## src/rtl/ex_muldiv.sv

```systemverilog
// Iterative MIPS-style multiply/divide unit with architectural HI/LO registers.
// Radix-2 shift-add multiply and restoring divide on magnitudes, sign fix-up in a final cycle.
module ex_muldiv #(
    parameter int DATA_WIDTH = 32
) (
    input  logic                  clk,
    input  logic                  rst,
    input  logic                  i_start,
    input  logic [1:0]            i_op,
    input  logic [DATA_WIDTH-1:0] i_data1,
    input  logic [DATA_WIDTH-1:0] i_data2,
    input  logic                  i_flush,
    input  logic                  i_hi_we,
    input  logic                  i_lo_we,
    input  logic [DATA_WIDTH-1:0] i_wdata,
    output logic                  o_busy,
    output logic                  o_done,
    output logic [DATA_WIDTH-1:0] o_hi,
    output logic [DATA_WIDTH-1:0] o_lo
);

    localparam int W  = DATA_WIDTH;
    localparam int CW = $clog2(W);

    typedef enum logic [1:0] {
        S_IDLE,
        S_ITER,
        S_FIX
    } state_t;

    state_t          state_q, state_d;
    logic [CW-1:0]   cnt_q, cnt_d;
    logic            is_div_q, is_div_d;
    logic            neg_q, neg_d;
    logic            rneg_q, rneg_d;
    logic            dz_q, dz_d;
    logic [W-1:0]    opa_q, opa_d;
    logic [W-1:0]    raw_q, raw_d;
    logic [2*W-1:0]  acc_q, acc_d;
    logic [W-1:0]    hi_q, hi_d;
    logic [W-1:0]    lo_q, lo_d;
    logic            busy_q, busy_d;
    logic            done_q, done_d;

    logic            sgn;
    logic [W-1:0]    mag1, mag2;
    logic [W:0]      sum;
    logic [2*W-1:0]  mul_next;
    logic [W:0]      rem_sh;
    logic [W-1:0]    trial;
    logic            ge;
    logic [2*W-1:0]  div_next;
    logic [2*W-1:0]  mul_res;
    logic [W-1:0]    q_res, r_res;

    always_comb begin
        sgn  = ~i_op[0];
        mag1 = (sgn && i_data1[W-1]) ? -i_data1 : i_data1;
        mag2 = (sgn && i_data2[W-1]) ? -i_data2 : i_data2;

        // acc holds {partial product, remaining multiplier bits}; shifted right each step
        sum      = {1'b0, acc_q[2*W-1:W]} + (acc_q[0] ? {1'b0, opa_q} : '0);
        mul_next = {sum, acc_q[W-1:1]};

        // acc holds {remainder, remaining dividend bits / quotient bits}; shifted left each step
        rem_sh   = {acc_q[2*W-1:W], acc_q[W-1]};
        ge       = rem_sh >= {1'b0, opa_q};
        trial    = rem_sh[W-1:0] - opa_q;
        div_next = {(ge ? trial : rem_sh[W-1:0]), acc_q[W-2:0], ge};

        mul_res  = neg_q  ? -acc_q            : acc_q;
        q_res    = neg_q  ? -acc_q[W-1:0]     : acc_q[W-1:0];
        r_res    = rneg_q ? -acc_q[2*W-1:W]   : acc_q[2*W-1:W];

        state_d  = state_q;
        cnt_d    = cnt_q;
        is_div_d = is_div_q;
        neg_d    = neg_q;
        rneg_d   = rneg_q;
        dz_d     = dz_q;
        opa_d    = opa_q;
        raw_d    = raw_q;
        acc_d    = acc_q;
        hi_d     = hi_q;
        lo_d     = lo_q;
        busy_d   = busy_q;
        done_d   = 1'b0;

        case (state_q)
            S_IDLE: begin
                if (i_hi_we) hi_d = i_wdata;
                if (i_lo_we) lo_d = i_wdata;
                if (i_start && !i_flush) begin
                    state_d  = S_ITER;
                    cnt_d    = '0;
                    busy_d   = 1'b1;
                    is_div_d = i_op[1];
                    neg_d    = sgn & (i_data1[W-1] ^ i_data2[W-1]);
                    rneg_d   = sgn & i_data1[W-1];
                    dz_d     = (i_data2 == '0);
                    raw_d    = i_data1;
                    if (i_op[1]) begin
                        opa_d = mag2;
                        acc_d = {{W{1'b0}}, mag1};
                    end else begin
                        opa_d = mag1;
                        acc_d = {{W{1'b0}}, mag2};
                    end
                end
            end
            S_ITER: begin
                if (i_flush) begin
                    state_d = S_IDLE;
                    busy_d  = 1'b0;
                end else begin
                    acc_d = is_div_q ? div_next : mul_next;
                    cnt_d = cnt_q + 1'b1;
                    if (cnt_q == CW'(W - 1)) state_d = S_FIX;
                end
            end
            S_FIX: begin
                state_d = S_IDLE;
                busy_d  = 1'b0;
                if (!i_flush) begin
                    done_d = 1'b1;
                    if (is_div_q) begin
                        hi_d = dz_q ? raw_q : r_res;
                        lo_d = dz_q ? '1    : q_res;
                    end else begin
                        hi_d = mul_res[2*W-1:W];
                        lo_d = mul_res[W-1:0];
                    end
                end
            end
            default: begin
                state_d = S_IDLE;
                busy_d  = 1'b0;
            end
        endcase
    end

    always_ff @(posedge clk) begin
        if (rst) begin
            state_q  <= S_IDLE;
            cnt_q    <= '0;
            is_div_q <= 1'b0;
            neg_q    <= 1'b0;
            rneg_q   <= 1'b0;
            dz_q     <= 1'b0;
            opa_q    <= '0;
            raw_q    <= '0;
            acc_q    <= '0;
            hi_q     <= '0;
            lo_q     <= '0;
            busy_q   <= 1'b0;
            done_q   <= 1'b0;
        end else begin
            state_q  <= state_d;
            cnt_q    <= cnt_d;
            is_div_q <= is_div_d;
            neg_q    <= neg_d;
            rneg_q   <= rneg_d;
            dz_q     <= dz_d;
            opa_q    <= opa_d;
            raw_q    <= raw_d;
            acc_q    <= acc_d;
            hi_q     <= hi_d;
            lo_q     <= lo_d;
            busy_q   <= busy_d;
            done_q   <= done_d;
        end
    end

    assign o_busy = busy_q;
    assign o_done = done_q;
    assign o_hi   = hi_q;
    assign o_lo   = lo_q;

endmodule

```

## config.mk

```make
export PLATFORM = sky130hd
export DESIGN_NAME = ex_muldiv
export DESIGN_NICKNAME = d
export VERILOG_FILES = /design/src/rtl/ex_muldiv.sv
export SDC_FILE = /design/constraint.sdc
export NUM_CORES = 1
export LEC_CHECK = 0
export ABC_AREA = 1
export ABC_CLOCK_PERIOD_IN_PS = 2400
export CORE_UTILIZATION = 30
export CTS_CLUSTER_SIZE = 12
export DETAILED_ROUTE_END_ITERATION = 10
export GPL_TIMING_DRIVEN = 0
export PLACE_DENSITY_LB_ADDON = 0.1
export SYNTH_ARGS = -nofsm -noshare
export SYNTH_HDL_FRONTEND = slang
export SYNTH_SLANG_ARGS = --single-unit
export TNS_END_PERCENT = 50
```

## constraint.sdc

```tcl
create_clock -name clk -period 2.4 [get_ports clk]
set_input_delay 0.24 -clock clk [delete_from_list [all_inputs] [get_ports clk]]
set_output_delay 0.24 -clock clk [all_outputs]
set_load 0.02 [all_outputs]
```

After elaboration in Yosys (flattened, before gate mapping)
Index checks and enable logic that the tools add are counted. W data, S select, Z words.

Register bits after elaboration: 205. Input bits: 104. Word-level logic and storage cells: 86.

Add/subtract/negate cells: 8. Order comparisons: 1. Equality and inequality tests: 10. Muxes and demuxes: 34. Bitwise logic cells: 5. Reduce and logical (&&, ||, !) cells: 15.

Operator list (count): $mux W32 (16); $mux W64 (4); $neg A32 Y32 (4); $pmux W32 S2 (2); $pmux W64 S2 (1); $neg A64 Y64 (1); $add A32 B32 Y33 (1); $ge A33 B32 Y1 (1); $logic_not A32 Y1 (1); $sub A32 B32 Y32 (1); $ne A2 B2 Y1 const B (6); $mux W5 (2); $pmux W5 S2 (1); $reduce_and A3 Y1 (3); $mux W2 (3); $reduce_and A2 Y1 (3); $add A5 B1 Y5 const B (1); $eq A5 B5 Y1 const B (1); $pmux W2 S2 (1); $reduce_bool A2 Y1 (2); $logic_and A1 B1 Y1 (3); $mux W1 (3); $ne A3 B3 Y1 const B (1); $and A1 B1 Y1 (2); other kinds (8) (9).

Depth between registers and ports, before layout
Gate-level depths: netlist of the first run.

Depth in word-level cells: 6. Depth in mapped cells: 19. Mapped depth without buffers: 17.

Worst setup path after synthesis of the first run
No wires, ideal clock.

Path type: register to register. Start point: reg acc_q[0]. End point: reg acc_q[45]. Arrival: 2.175 ns. Slack: 0.092 ns. Cell stages (with the launch flop): 17. Buffers on the path: 2. Period minus slack after synthesis: 2.308 ns. Path through: dfxtp_1 -> buf_2 -> clkbuf_1 -> nand2_1 -> inv_1 -> ha_1 -> a21oi_1 -> o21ai_1 -> nand2_1 -> nand2_1 -> nand2_1 -> nand2_1 -> or2_2 -> nand3_1 -> nand3_1 -> nand2_1 -> a21oi_1.

Longest elaborated chain between the ends: 5.

Ends and longest elaborated chain: start: declaration (RTL line 39) `logic [2*W-1:0] acc_q, acc_d;`; start signal: assignment (RTL line 152) `acc_q <= '0;`; start signal: assignment (RTL line 166) `acc_q <= acc_d;`; $mux W32 (RTL line 62) `sum = {1'b0, acc_q[2*W-1:W]} + (acc_q[0] ? {1'b0, opa_q} : '0);`; $add A32 B32 Y33 (RTL line 62); $mux W64 (RTL line 116) `acc_d = is_div_q ? div_next : mul_next;`; $mux W64 (RTL line 112) `if (i_flush) begin`; $pmux W64 S2 (RTL line 89) `case (state_q)`.

Every way passes these cells. The select of a mux whose other input is x is not followed. A chain may end at the register's enable or synchronous reset.

Worst setup path in the final report of the first run
Start point: reg acc_q[33]. End point: reg acc_q[63].

Longest elaborated chain between the ends: 5.

Ends and longest elaborated chain: $sub A32 B32 Y32 or $ge A33 B32 Y1 (tied branches) (RTL line 68, 67); $mux W32 (RTL line 69) `div_next = {(ge ? trial : rem_sh[W-1:0]), acc_q[W-2:0], ge};`; $mux W64 * (RTL line 116); $mux W64 * (RTL line 112); $pmux W64 S2 * (RTL line 89).

Every way passes the cells marked *; elsewhere a longest branch is shown, timed or not. The select of a mux whose other input is x is not followed.

==> results.txt, run 1 <==
CP Max Fanout - 7
post-route ant nets - 0
Final Max Tran Viols - 0
Slew headroom - 24.9%
Critical Path Source - acc_q[33]$_SDFFE_PP0P_
worst slew pin tran - 1.13 ns
Final #Nets - 4048
synthesis-to-finish area growth - 35.9%
Final HPWL DP - 93600 um
power share of the clock group - 32.4%
final cell count without fillers - 4746
Gate Count Post-Synth - 3580
die width - 259 um
Hold Crit Start - i_wdata[0]
largest net degree at the start of global routing - 14
total power - 0.0140 W
RSZ-0062 raised after global routing - yes
Critical Setup Path Class - flip-flop to flip-flop
Post-Syn Area - 19800 um2
Rows - 93
Reg area - 4320 um2
worst-path cell chain - clkinvlp_4, fa_2, o21ai_4, inv_2, o21bai_4, nand2_2, nand3_2, nand2_1, nand2_2, nand2_2, inv_2, nand2_4, a21oi_2
GRT overflow - 0
r2r startpoint - acc_q[33]$_SDFFE_PP0P_
Yosys Warn Count - 0
crit share post-route - 101%
CP Capture Type - flip-flop
global-route usage over all layers - 33.1%
final worst slack - -0.0256 ns
Sw Share - 40.9%
switching power - 0.00572 W
gpl congestion - 1.03
Placeable Area - 64900 um2
commonest non-fill, non-tap cell in the layout - nand2_1
cell mode on critical path - nand2_2
TritonRoute pass-1 iters - 6
fmax - 412 MHz
total wire length - 115000 um
clock transition at the registers of the reported paths - 0.06 ns
Die ar. - 67100 um2
final setup fails - 2
MaxCap Viol Count - 0
Leakage - 12.4 nW
failing checks - setup timing
setup TNS - -0.0507 ns
CP required - 2.89 ns
most frequent cells in the layout - 895 x nand2_1, 441 x inv_1, 301 x a21oi_1
number of global-route vias before repair - 23.2k
share of cells above drive strength 1 - 19.4%
slowest stage delay, CP - 0.50 ns
Clock Path Buffers - 3
# fillers - 7200
Hold Slack - 0.297 ns
share of flip-flops with an asynchronous set or reset - 0%
Residual DRC - 0
CTS Root Cell - clkbuf_16
count of cell types in the netlist - 50
Iter 0 DRT Violations - 2618
Clk Latency, worst-skew pair - 0.58 ns
first-pass GRT wire length - 162000 um
Internal - 0.00826 W
via count - 25.8k
die height - 259 um
status - finished with violations
Flop pwr share - 28.3%
Routed wire per std cell - 24.3 um
peak supply drop - 0.507 mV
Clock Skew - 0.0224 ns
Critical Path AT - 2.91 ns
dpl cells - 4603
Fin. Hold Viols - 0
cts hold-fix bufs - 0
io pins - 170
clock sinks - 205
Post-synth EDFFs - 0
CTS Buf Count - 28
worst hold-check path type - input pin to flip-flop
final core occ - 41.5%
Yosys reg bits - 205
via density per instance - 5.43
antenna violations before repair - 4
CTS tree - built
clock period minus worst slack - 2.43 ns
Initial Util - 30.5%
Worst setup SP type - flip-flop
htree depth - 1
combinational fraction of design power - 39.2%
syn_nets - 3756
Seq/Total Area, Yosys - 20.7%
area taken by multi-input logic gates - 15400 um2
post-synthesis average cell area - 5.54 um2
Worst path slowest cell - fa_2
predominant post-synthesis flop cell - dfxtp_1
PD cells - 518 nW/um2
port bufs - 168
-- layer usage --
| metal | vias to the layer above | global-route usage, % | share of wire [%] | routed length [um] |
|---|---|---|---|---|
| met5 | - | 0 | 0.036 | 42 |
| met4 | 6 | 12.8 | 4.6 | 5300 |
| met3 | 207 | 5.91 | 9.9 | 11400 |
| met2 | 1333 | 48.4 | 41 | 47500 |
| met1 | 11971 | 47.6 | 44 | 51000 |
| li1 | 12242 | - | - | - |
-- metrics by stage --
| stage | instance area (um2) | setup WS, ns |
|---|---|---|
| finish | 27000 | -0.0256 |
| detailed placement | 22600 | -0.999 |
| global route | 27000 | -0.122 |
| CTS | 25100 | -0.108 |
| floorplan | 19800 | 0.0924 |
| global placement | 22600 | -0.995 |
-- registers in the layout, summed over array words and instances (netlist names) --
name and flops:
rneg_q 1, o_hi 32, acc_q 64, neg_q 1, state_q 2, o_lo 32
dz_q 1, is_div_q 1, o_done 1, raw_q 32, o_busy 1, cnt_q 5
opa_q 32
-- synth_stat cells (15+ instances only) --
cell      count  area (um2)
o211ai_1     22         165
o21ai_0     291        1460
nor2_2       15        93.8
clkbuf_1    102         383
ha_1         70         876
xor2_1       62         543
nand2_1    1001        3760
o21ai_1      21         105
a31oi_1      16         100
nor3_1       32         160
nand3_1     321        1610
a21oi_1     343        1720
nand4_1      53         332
dfxtp_1     205        4100
buf_2        29         145
inv_1       491        1840
inv_2        15        56.3
nor2_1      337        1260
o22ai_1      27         169
-- worst paths after layout --
check / cells past startpoint / end / slack (ns)
setup / recovery: 13 / acc_q[63]$_SDFFE_PP0P_ / -0.03
hold / removal: 3 / o_lo[0]$_SDFFE_PP0P_ / 0.30
setup reg to reg: 13 / acc_q[63]$_SDFFE_PP0P_ / -0.03
hold reg to reg: 2 / cnt_q[4]$_SDFFE_PP0P_ / 0.47
-- power by group through the flow --
stage	registers (W)	logic [W]	clock network, W
3_5_place_dp	0.00403	0.00451	0
4_1_cts	0.00396	0.00489	0.00454
3_3_place_gp	0.00403	0.00454	0
6_report	0.00396	0.00548	0.00453
2_1_floorplan	0.00399	0.00257	0
5_1_grt	0.00398	0.00581	0.00467
-- worst max-delay path, delay by kind of cell (launching register included) --
kind / cells / cell delay (ns)
AOI/OAI and AO/OA: 3 / 0.54
adders and majority gates: 1 / 0.50
buffers and inverters: 3 / 0.38
DFF: 1 / 0.46
and+or+nand+nor: 6 / 0.46
-- final cells by class --
class / instances / share of cell area (%)
clock buffers: 38 / 3.00
clock inverters: 10 / 0.603
diodes: 1 / 0.00928
multi-input cells: 2715 / 57.1
repair buffers: 265 / 9.23
well taps: 855 / 3.97
plain buffers: 146 / 2.81
flip-flops and latches: 205 / 16.0
inverters: 511 / 7.24
-- logic make-up after synthesis --
kind of cell             share of synthesized area (%)
flip-flops                                        20.7
adder cells (fa/ha/maj)                           4.62
XOR/XNOR                                          2.87
AND/OR/NAND/NOR                                   38.3
AO/OA/AOI/OAI                                     20.7
buffers and inverters                             12.9
-- repair_timing --
item | CTS | global route
setup buffers | 24 | 70
resized for setup | 367 | 408
pin swaps | 26 | 105
gates cloned | 3 | 0
endpoints found under the setup margin | 202 | 172
(Power assumes the default switching activity.)
==> run 2, diff against run 1 <==
- CORE_MARGIN: not set -> 10
- TNS_END_PERCENT: 50 -> 1
==> results.txt, run 2 (synthesis gave the netlist of run 1 again) <==
Clock Path Buffers - 3 (unchanged)
largest net degree at the start of global routing - 16 (+2)
die width - 277 um (+6.9%)
Top reg by flops - acc_q
gpl congestion - 1.00 (-2.5%)
synthesis-to-finish area growth - 32.2%
fmax - 400 MHz (-2.9%)
status - finished with violations
cell mode on critical path - nand2_2
peak supply drop - 0.553 mV (+9.0%)
Rows - 94 (+1.1%)
port bufs - 168 (unchanged)
combinational fraction of design power - 37.8% (-1.4 points)
TritonRoute pass-1 iters - 6 (unchanged)
commonest non-fill, non-tap cell in the layout - nand2_1
Placeable Area - 65600 um2 (+1.1%)
ant diodes - 0 (-1)
power share of the clock group - 33.5% (+1.1 points)
Final Max Tran Viols - 0 (unchanged)
worst hold-check path type - input pin to flip-flop
Die ar. - 76800 um2 (+14%)
first-pass GRT wire length - 167000 um (+2.8%)
Flop pwr share - 28.7% (+0.4 points)
CP Capture Type - flip-flop
Initial Util - 30.2% (-0.32 points)
Worst path slowest cell - fa_2
number of global-route vias before repair - 23.3k (+0.26%)
Iter 0 DRT Violations - 2875 (+9.8%)
Critical Path Source - acc_q[0]$_SDFFE_PP0P_
post-route ant nets - 0 (unchanged)
io pins - 170 (unchanged)
CTS Buf Count - 28 (unchanged)
CTS tree - built
total wire length - 119000 um (+3.4%)
via density per instance - 5.43 (about the same)
clock period minus worst slack - 2.50 ns (+0.0719 ns)
antenna violations before repair - 2 (-2)
PD cells - 530 nW/um2 (+2.3%)
Critical Setup Path Class - flip-flop to flip-flop
pre-CTS worst setup slack - -1.06 ns (-0.0624 ns)
Fin. Hold Viols - 0 (unchanged)
r2r startpoint - acc_q[0]$_SDFFE_PP0P_
switching power - 0.00574 W (+0.38%)
Final #Nets - 4013 (-0.86%)
crit share post-route - 104% (+3.0 points)
most frequent cells in the layout - 930 x nand2_1, 452 x inv_1, 303 x a21oi_1
CP required - 2.88 ns (about the same)
slowest stage delay, CP - 0.45 ns (-0.05 ns)
global-route usage over all layers - 29.1% (-4.0 points)
Critical Path AT - 2.98 ns (+0.07 ns)
Worst setup SP type - flip-flop
CP Max Fanout - 6 (-1)
share of cells above drive strength 1 - 16.5% (-3.0 points)
cell area after placement - 22600 um2 (about the same)
Final HPWL DP - 98300 um (+5.0%)
clock transition at the registers of the reported paths - 0.07 ns (about the same)
clock sinks - 205 (unchanged)
final setup fails - 40 (+38)
Finished Cell Area - 26200 um2 (-2.8%)
die height - 277 um (+6.9%)
MaxCap Viol Count - 0 (unchanged)
Sw Share - 41.3% (+0.37 points)
Clock Skew - 0.0492 ns (+0.0267 ns)
Routed wire per std cell - 25.2 um (+3.9%)
via count - 25.6k (-0.43%)
final core occ - 40.0% (-1.6 points)
CTS Root Cell - clkbuf_16
GRT overflow - 0 (unchanged)
max reg flops - 64 (unchanged)
Clk Latency, worst-skew pair - 0.60 ns (+0.02 ns)
Internal - 0.00816 W (-1.1%)
worst-path cell chain - buf_12, nand2_4, inv_4, ha_4, inv_2, fa_2, o21ai_4, nand2_2, nand2_2, nand2_2, nand2_4, or2_2, nand3_1, nand3_1, nand2_1, a21oi_1
# fillers - 7423 (+3.1%)
failing checks - setup timing
RSZ-0062 raised after global routing - yes
Hold Crit Start - i_wdata[0]
Leakage - 12.0 nW (-2.9%)
htree depth - 1 (unchanged)
Slew headroom - 29.1% (+4.1 points)
final worst slack - -0.0974 ns (-0.0719 ns)
Residual DRC - 0 (unchanged)
worst slew pin tran - 1.06 ns (-0.0622 ns)
[run 2: cell count changes in the layout (fill, tap and decap cells not counted), sizes merged]
cell	delta
buf	-35
clkinvlp	+1
clkinv	+2
diode	-1
clkbuf	+1
[run 2: cell type report]
| class | count | area (um2) | share of cell area [%] |
|---|---|---|---|
| Timing Repair Buffer | 229 | 2180 | 8.33 |
| Inverter | 511 | 1930 | 7.37 |
| Clock buffer | 39 | 822 | 3.14 |
| Sequential cell | 205 | 4290 | 16.3 |
| Buffer | 147 | 738 | 2.82 |
| Multi-Input combinational cell | 2715 | 15000 | 57.1 |
| Clock inverter | 13 | 203 | 0.773 |
| Tap cell | 864 | 1080 | 4.12 |
[run 2: critical path, delay by kind of cell, from the launching register on]
family / cells / cell delay (ns)
flip-flops: 1 / 0.35
buffers and inverters: 3 / 0.24
AO/OA/AOI/OAI: 2 / 0.39
adder cells (fa/ha/maj): 2 / 0.58
AND/OR/NAND/NOR: 9 / 0.80
[run 2: power by group through the flow]
| stage | Combinational [W] | Sequential, W | Clock (W) |
|---|---|---|---|
| floorplan | 0.00257 | 0.00399 | 0 |
| global placement | 0.00461 | 0.00403 | 0 |
| detailed placement | 0.00457 | 0.00403 | 0 |
| CTS | 0.00485 | 0.00397 | 0.00470 |
| global route | 0.00556 | 0.00400 | 0.00483 |
| finish | 0.00526 | 0.00399 | 0.00466 |
[run 2: path summary, 6_finish.rpt]
path,cells after the start,to,slack (ns)
max,16,acc_q[45]$_SDFFE_PP0P_,-0.1
min,3,o_lo[0]$_SDFFE_PP0P_,0.26
max reg2reg,16,acc_q[45]$_SDFFE_PP0P_,-0.1
min reg2reg,2,raw_q[21]$_SDFFE_PP0P_,0.47
[run 2: timing repair]
action | in CTS | in global routing
gates resized for setup | 352 | 257
setup buffers | 15 | 46
endpoints found under the setup margin | 186 | 166
hold buffers | 0 | 0
pin swaps | 18 | 57
[run 2: layer usage]
metal / track usage [%] / part of all wire [%] / vias to the layer above
met2: 42.9 / 42 / 1215
li1: - / - / 12184
met3: 4.50 / 8.5 / 212
met1: 40.7 / 45 / 12038
met4: 13.3 / 5.0 / 0
met5: 0 / 0 / -
[run 2: metrics by stage]
stage                     power [W]  instances  setup TNS, ns  hold slack [ns]
after floorplan             0.00656       3580              0            0.360
after global routing         0.0144       4723          -5.46            0.265
after detailed placement    0.00860       4612         -98.17            0.457
after global placement      0.00864       4612        -102.17            0.452
after CTS                    0.0135       4677          -2.35            0.241
final                        0.0139       4723          -2.06            0.262
